--- src/rtl/ifetch_if.sv ---
// Instruction-memory req/ack bus between the fetch stage (master) and the
// instruction memory (slave).
interface ifetch_if #(
  parameter int XLEN = 32
);
  logic            imem_req;
  logic [XLEN-1:0] imem_addr;
  logic            imem_ack;
  logic [31:0]     imem_rdata;

  modport master (
    output imem_req,
    output imem_addr,
    input  imem_ack,
    input  imem_rdata
  );

  modport slave (
    input  imem_req,
    input  imem_addr,
    output imem_ack,
    output imem_rdata
  );
endinterface

--- src/rtl/ifetch.sv ---
// RV32I instruction fetch stage: PC register, req/ack fetch FSM and next-PC select.
// Optional macro IFETCH_MISALIGN_TRAP_EN halts on a misaligned next PC instead of masking it.
module ifetch #(
  parameter int              XLEN      = 32,
  parameter logic [XLEN-1:0] RESET_PC  = '0,
  parameter logic [31:0]     NOP_INSTR = 32'h0000_0013
) (
  input  logic            clk,
  input  logic            rst_n,
  ifetch_if.master        imem,
  output logic [31:0]     instr,
  output logic [6:0]      opcode,
  output logic            instr_valid,
  output logic [XLEN-1:0] pc,
  output logic [XLEN-1:0] pc_plus4,
  input  logic            stall,
  input  logic            branch,
  input  logic            zero,
  input  logic            jump,
  input  logic            jalr,
  input  logic [XLEN-1:0] imm,
  input  logic [XLEN-1:0] alu_result,
  output logic            misalign
);

`ifdef IFETCH_MISALIGN_TRAP_EN
  typedef enum logic [1:0] {FETCH_REQ, EXEC, HALT} state_e;
`else
  typedef enum logic [1:0] {FETCH_REQ, EXEC} state_e;
`endif

  state_e          state_q;
  logic [XLEN-1:0] pc_q;
  logic [31:0]     instr_q;
  logic            valid_q;
  logic [XLEN-1:0] target;
  logic [XLEN-1:0] next_pc;

  // NOTE: every always_comb output gets a default first so no path leaves it unassigned (no latch).
  always_comb begin
    target = pc_q + XLEN'(4);
    if (jalr)
      target = alu_result & ~XLEN'(1);
    else if (jump || (branch && zero))
      target = pc_q + imm;
  end

`ifdef IFETCH_MISALIGN_TRAP_EN
  logic trap_hit;
  logic misalign_q;

  assign next_pc  = target;
  assign trap_hit = |target[1:0];
  assign misalign = misalign_q;
`else
  assign next_pc  = target & ~XLEN'(3);
  assign misalign = 1'b0;
`endif

  // NOTE: sequential state uses non-blocking assignments so every flop samples pre-edge values.
  always_ff @(posedge clk or negedge rst_n) begin
    if (!rst_n) begin
      state_q    <= FETCH_REQ;
      pc_q       <= RESET_PC;
      instr_q    <= NOP_INSTR;
      valid_q    <= 1'b0;
`ifdef IFETCH_MISALIGN_TRAP_EN
      misalign_q <= 1'b0;
`endif
    end else begin
      case (state_q)
        FETCH_REQ: begin
          if (imem.imem_ack) begin
            instr_q <= imem.imem_rdata;
            valid_q <= 1'b1;
            state_q <= EXEC;
          end
        end
        EXEC: begin
          if (!stall) begin
            pc_q    <= next_pc;
            valid_q <= 1'b0;
`ifdef IFETCH_MISALIGN_TRAP_EN
            if (trap_hit) begin
              state_q    <= HALT;
              misalign_q <= 1'b1;
            end else begin
              state_q    <= FETCH_REQ;
            end
`else
            state_q <= FETCH_REQ;
`endif
          end
        end
        default: ;  // HALT is sticky until reset
      endcase
    end
  end

  // NOTE: reset state is FETCH_REQ, so the request is gated by rst_n to drop the instant reset asserts.
  assign imem.imem_req  = rst_n && (state_q == FETCH_REQ);
  assign imem.imem_addr = pc_q;

  assign instr       = instr_q;
  assign opcode      = instr_q[6:0];
  assign instr_valid = valid_q;
  assign pc          = pc_q;
  assign pc_plus4    = pc_q + XLEN'(4);

endmodule

--- src/flat_wrapper.sv ---
// flat-port wrapper written by rule: the top's interface ports become plain ports
module ifetch_flat 
#(
  parameter int              XLEN      = 32,
  parameter logic [XLEN-1:0] RESET_PC  = '0,
  parameter logic [31:0]     NOP_INSTR = 32'h0000_0013
)
  (clk, rst_n, instr, opcode, instr_valid, pc, pc_plus4, stall, branch, zero, jump, jalr, imm, alu_result, misalign, imem_imem_req, imem_imem_addr, imem_imem_ack, imem_imem_rdata);
  ifetch_if #(.XLEN(XLEN)) imem_i ();
  input  logic clk;
  input  logic rst_n;
  output logic [31:0] instr;
  output logic [6:0] opcode;
  output logic instr_valid;
  output logic [XLEN-1:0] pc;
  output logic [XLEN-1:0] pc_plus4;
  input  logic stall;
  input  logic branch;
  input  logic zero;
  input  logic jump;
  input  logic jalr;
  input  logic [XLEN-1:0] imm;
  input  logic [XLEN-1:0] alu_result;
  output logic misalign;
  output wire logic [$bits(imem_i.imem_req)-1:0] imem_imem_req;
  output wire logic [$bits(imem_i.imem_addr)-1:0] imem_imem_addr;
  input wire logic [$bits(imem_i.imem_ack)-1:0] imem_imem_ack;
  input wire logic [$bits(imem_i.imem_rdata)-1:0] imem_imem_rdata;
  assign imem_imem_req = imem_i.imem_req;
  assign imem_imem_addr = imem_i.imem_addr;
  assign imem_i.imem_ack = imem_imem_ack;
  assign imem_i.imem_rdata = imem_imem_rdata;
  ifetch #(.XLEN(XLEN), .RESET_PC(RESET_PC), .NOP_INSTR(NOP_INSTR)) u_core (.clk(clk), .rst_n(rst_n), .imem(imem_i), .instr(instr), .opcode(opcode), .instr_valid(instr_valid), .pc(pc), .pc_plus4(pc_plus4), .stall(stall), .branch(branch), .zero(zero), .jump(jump), .jalr(jalr), .imm(imm), .alu_result(alu_result), .misalign(misalign));
endmodule
--- config.mk ---
export PLATFORM = sky130hd
export DESIGN_NAME = ifetch_flat
export DESIGN_NICKNAME = d
export VERILOG_FILES = /design/src/rtl/ifetch_if.sv /design/src/rtl/ifetch.sv /design/src/flat_wrapper.sv
export SDC_FILE = /design/constraint.sdc
export NUM_CORES = 1
export LEC_CHECK = 0
export ABC_AREA = 1
export CAP_MARGIN = 25
export CORE_MARGIN = 2
export CORE_UTILIZATION = 25
export CTS_BUF_LIST = sky130_fd_sc_hd__clkbuf_4 sky130_fd_sc_hd__clkbuf_8
export CTS_CLUSTER_SIZE = 25
export DETAILED_ROUTE_END_ITERATION = 16
export PLACE_DENSITY = 0.59
export RECOVER_POWER = 100
export SYNTH_ARGS = -nofsm -noshare
export SYNTH_HDL_FRONTEND = slang
export SYNTH_SLANG_ARGS = --single-unit
--- constraint.sdc ---
create_clock -name clk -period 3.21 [get_ports clk]
set_input_delay 0.642 -clock clk [delete_from_list [all_inputs] [get_ports clk]]
set_output_delay 0.642 -clock clk [all_outputs]
set_load 0.02 [all_outputs]
==> results.py <==
metrics = {
    "floorplanning": {
        "die_w_um": 161,
        "row_count": 57,
        "io_pins": 242,
        "initial_core_util_pct": 25.4,
        "die-height_um": 161,
        "dieArea_mm2": 0.0260,
        "core_area_mm2": 0.0243,
    },
    "routing": {
        "drt-total-wl_um": 24200,
        "drc": 0,
        "ant_nets": 0,
        "dr.pass1.iters": 5,
        "drt-vias-per-instance": 4.60,
        "vias": 6847,
        "wl_per_cell_um": 16.2,
        "first_iter_violations": 475,
    },
    "clocking": {
        "htreeDepth": 3,
        "clock-sinks": 63,
        "clockBufferDepth": 2,
        "numCtsBuffers": 9,
        "cts_tree": "yes",
        "clk_pin_slew_ns": 0.07,
        "clock_latency_ns": 0.34,
        "post_cts_buffers": 0,
        "cts-root-buf": "clkbuf_8",
        "cts_hold_buffers": 0,
        "post_cts_resized": 8,
    },
    "sta": {
        "setup_viol": 0,
        "grt_setup_unrepaired": "true",
        "worst_pin_slew_ns": 1.79,
        "slew_headroom_pct": -19.4,
        "final_max_slew_viol_count": 97,
        "fmax_ghz": 0.322,
        "fin_crit_ns": 3.11,
        "holdWs_ns": 0.500,
        "tns_ns": 0,
        "post-route-period-util_pct": 96.7,
        "clock_skew_ns": 0.00636,
        "hold_viol": 0,
    },
    "grt": {
        "grt_max_degree": 64,
        "grt_pass1_vias": 6601,
        "grt_first_pass_wirelength_um": 37200,
        "grt-ovfl-total": 0,
        "antenna_found_initial": 0,
        "grt.total_usage_pct": 18.5,
    },
    "power": {
        "pwr-share-comb_pct": 73.6,
        "ir_drop_mv": 0.404,
        "leakagePower_nw": 4.33,
        "finalPower_w": 0.00881,
        "power_frac_clock_pct": 7.4,
        "p_sw_share_pct": 52.7,
        "net-switching-power_w": 0.00464,
        "p_int_w": 0.00417,
        "seq_power_share_pct": 19.0,
        "power.density_mw_per_mm2": 990,
    },
    "place": {
        "portBuffers": 230,
        "dp_hpwl_um": 19700,
        "place_congestion": 0.927,
        "placed_cell_area_mm2": 0.00867,
    },
    "logic_synthesis": {
        "ys_ff_latch": 63,
        "synth_area_leaders": "dfrtp_1 24%, nand2_1 18%, inv_1 7.1%, nor2_1 6.4%, ha_1 6.1%",
        "async_flop_share_pct": 100,
        "ys_seq_area_share_pct": 25.6,
        "synth-warning-count": 0,
        "synth_simple_gate_area_share_pct": 35.2,
        "ys_top_cells_by_count": "298 x nand2_1, 117 x inv_1, 106 x nor2_1, 60 x dfrtp_1, 60 x nand3_1",
        "synth_top_cell_by_area": "dfrtp_1",
        "syn_area_per_cell_um2": 6.47,
        "synth_mux_area_share_pct": 5.83,
        "syn_inst": 956,
        "synth_top_area_share_pct": 24.3,
        "synth-main-ff-cell": "dfrtp_1",
        "synth-xor-area-share_pct": 3.78,
        "synthDistinctLibCells": 46,
        "synth-compound-area-share_pct": 9.05,
        "syn_area_mm2": 0.00618,
        "synth_fa_ha_area_share_pct": 6.40,
        "synth_most_common_cell": "nand2_1",
        "synth_top_family_by_area": "simple AND/OR/NAND/NOR gates",
        "synth_edf_count": 0,
    },
    "critical_path": {
        "end_kind": "output port",
        "cpPeakStageDelay_ns": 0.62,
        "critPathLaunchType": "flop",
        "worstPathRequired_ns": 2.57,
        "critical_path_arrival_ns": 2.46,
        "timing.critical_path.mode_cell": "nand2_1",
        "cp.buffers_inverters": 1,
        "cp_max_fo": 5,
        "worstPathCellList": "nand2_1, nor2_1, nand4_1, nor2_4, nand3_1, nand2_1, clkdlybuf4s50_1",
        "crit_family": "simple AND/OR/NAND/NOR gates",
        "critPathKind": "flop to output port",
        "cp_slowest_cell": "clkdlybuf4s50_1",
    },
    "job": {
        "maxCapViolCount": 2,
    },
    "cells_and_area": {
        "finalInstanceArea_mm2": 0.00890,
        "nets": 1296,
        "num_antenna_cells": 0,
        "layout-drive-gt1-share_pct": 9.43,
        "syn_to_final_growth_pct": 44.0,
    },
    "min_path": {
        "hp-class": "flop to flop",
    },
    "outcome": {
        "violations": "capacitance limit, slew limit",
        "status": "finished with violations",
    },
}
-- power by group through the flow --
stage / Combinational [W] / Clock [W] / Sequential, W
finish: 0.00648 / 0.000650 / 0.00168
global placement: 0.00665 / 0 / 0.00169
detailed placement: 0.00668 / 0 / 0.00170
CTS: 0.00671 / 0.000670 / 0.00170
floorplan: 0.00359 / 0 / 0.00211
global route: 0.00707 / 0.000706 / 0.00175
-- registers in the layout, summed over array words and instances (netlist names) --
| name | cells |
|---|---|
| u_core.state_q | 1 |
| u_core.imem.imem_addr | 30 |
| u_core.instr | 32 |
-- layer usage --
metal	GRT usage (%)	up-vias	wire [µm]
met5	0	-	0
met2	29.9	279	10900
met4	3.53	0	357
li1	-	3403	-
met1	26.0	3143	11300
met3	3.26	22	1660
-- cell families after synthesis --
family	count (synthesis)
simple gates	518
buf+inv	186
compound gates	100
flops	63
mux	32
fa+ha+maj	31
xor+xnor	25
other cells	1
-- metrics by stage --
step | setup slack, ns | instances | util, %
floorplan | 0.832 | 962 | -
global placement | 0.225 | 1474 | 35.7
detailed placement | 0.217 | 1474 | 35.7
CTS | 0.00132 | 1490 | 36.5
global route | -0.0210 | 1490 | 36.6
finish | 0.105 | 1490 | 36.6
-- worst reg2reg max path: stages, from the launching register on --
cell and delay (ns):
dfrtp_1 0.39, buf_4 0.18, ha_1 0.23, fa_1 0.42
nand3_1 0.11, nand3_1 0.21, nand3_1 0.14, nand3_1 0.13
or2_2 0.31, nand3_1 0.07, nand2_1 0.07, nor2_1 0.09
o21ai_1 0.06
-- layout by cell type (no fill, tap or decap), types with 4 or more instances in the layout --
master | netlist | routed
nand2_2 | 4 | 4
dlygate4sd3_1 | 0 | 93
nor2_1 | 106 | 103
nor2_2 | 3 | 5
a22oi_1 | 4 | 4
o21ai_0 | 23 | 23
inv_1 | 117 | 117
nand4_1 | 11 | 11
xnor2_1 | 4 | 4
clkdlybuf4s50_1 | 0 | 125
xor2_1 | 19 | 18
dlymetal6s2s_1 | 0 | 9
clkbuf_4 | 0 | 4
clkbuf_8 | 0 | 10
o211ai_1 | 6 | 6
o21bai_1 | 5 | 5
conb_1 | 1 | 7
nand2_1 | 298 | 298
nand3b_1 | 6 | 6
buf_4 | 44 | 19
nor3_1 | 15 | 14
ha_1 | 30 | 30
mux2_2 | 32 | 32
dfrtp_1 | 60 | 53
dfrtp_2 | 0 | 7
or2_2 | 4 | 4
a21oi_1 | 51 | 50
nand3_1 | 60 | 59
-- area by class of cell --
| class | instances | area (µm²) |
|---|---|---|
| fill | 2609 | 15400 |
| multi-input combinational | 713 | 3780 |
| timing repair buffer | 253 | 2490 |
| sequential | 63 | 1590 |
| inverter | 121 | 454 |
| tap | 324 | 405 |
| clock buffer | 14 | 168 |
| clock inverter | 2 | 10.0 |
-- worst paths after layout --
check / cells after the start / from / slack [ns] / end
hold / removal: 1 / u_core.instr[28] / 0.50 / u_core.instr[28]
setup reg to reg: 12 / u_core.imem.imem_addr[2] / 0.70 / u_core.imem.imem_addr[14]
min in group asynchronous: 2 / rst_n / 0.84 / u_core.instr[29]
setup / recovery: 7 / u_core.imem.imem_addr[10] / 0.10 / pc_plus4[27]
max in group asynchronous: 2 / rst_n / 1.25 / u_core.imem.imem_addr[18]
hold reg to reg: 1 / u_core.instr[28] / 0.50 / u_core.instr[28]
Note: power is estimated with default switching activity, not from simulation.
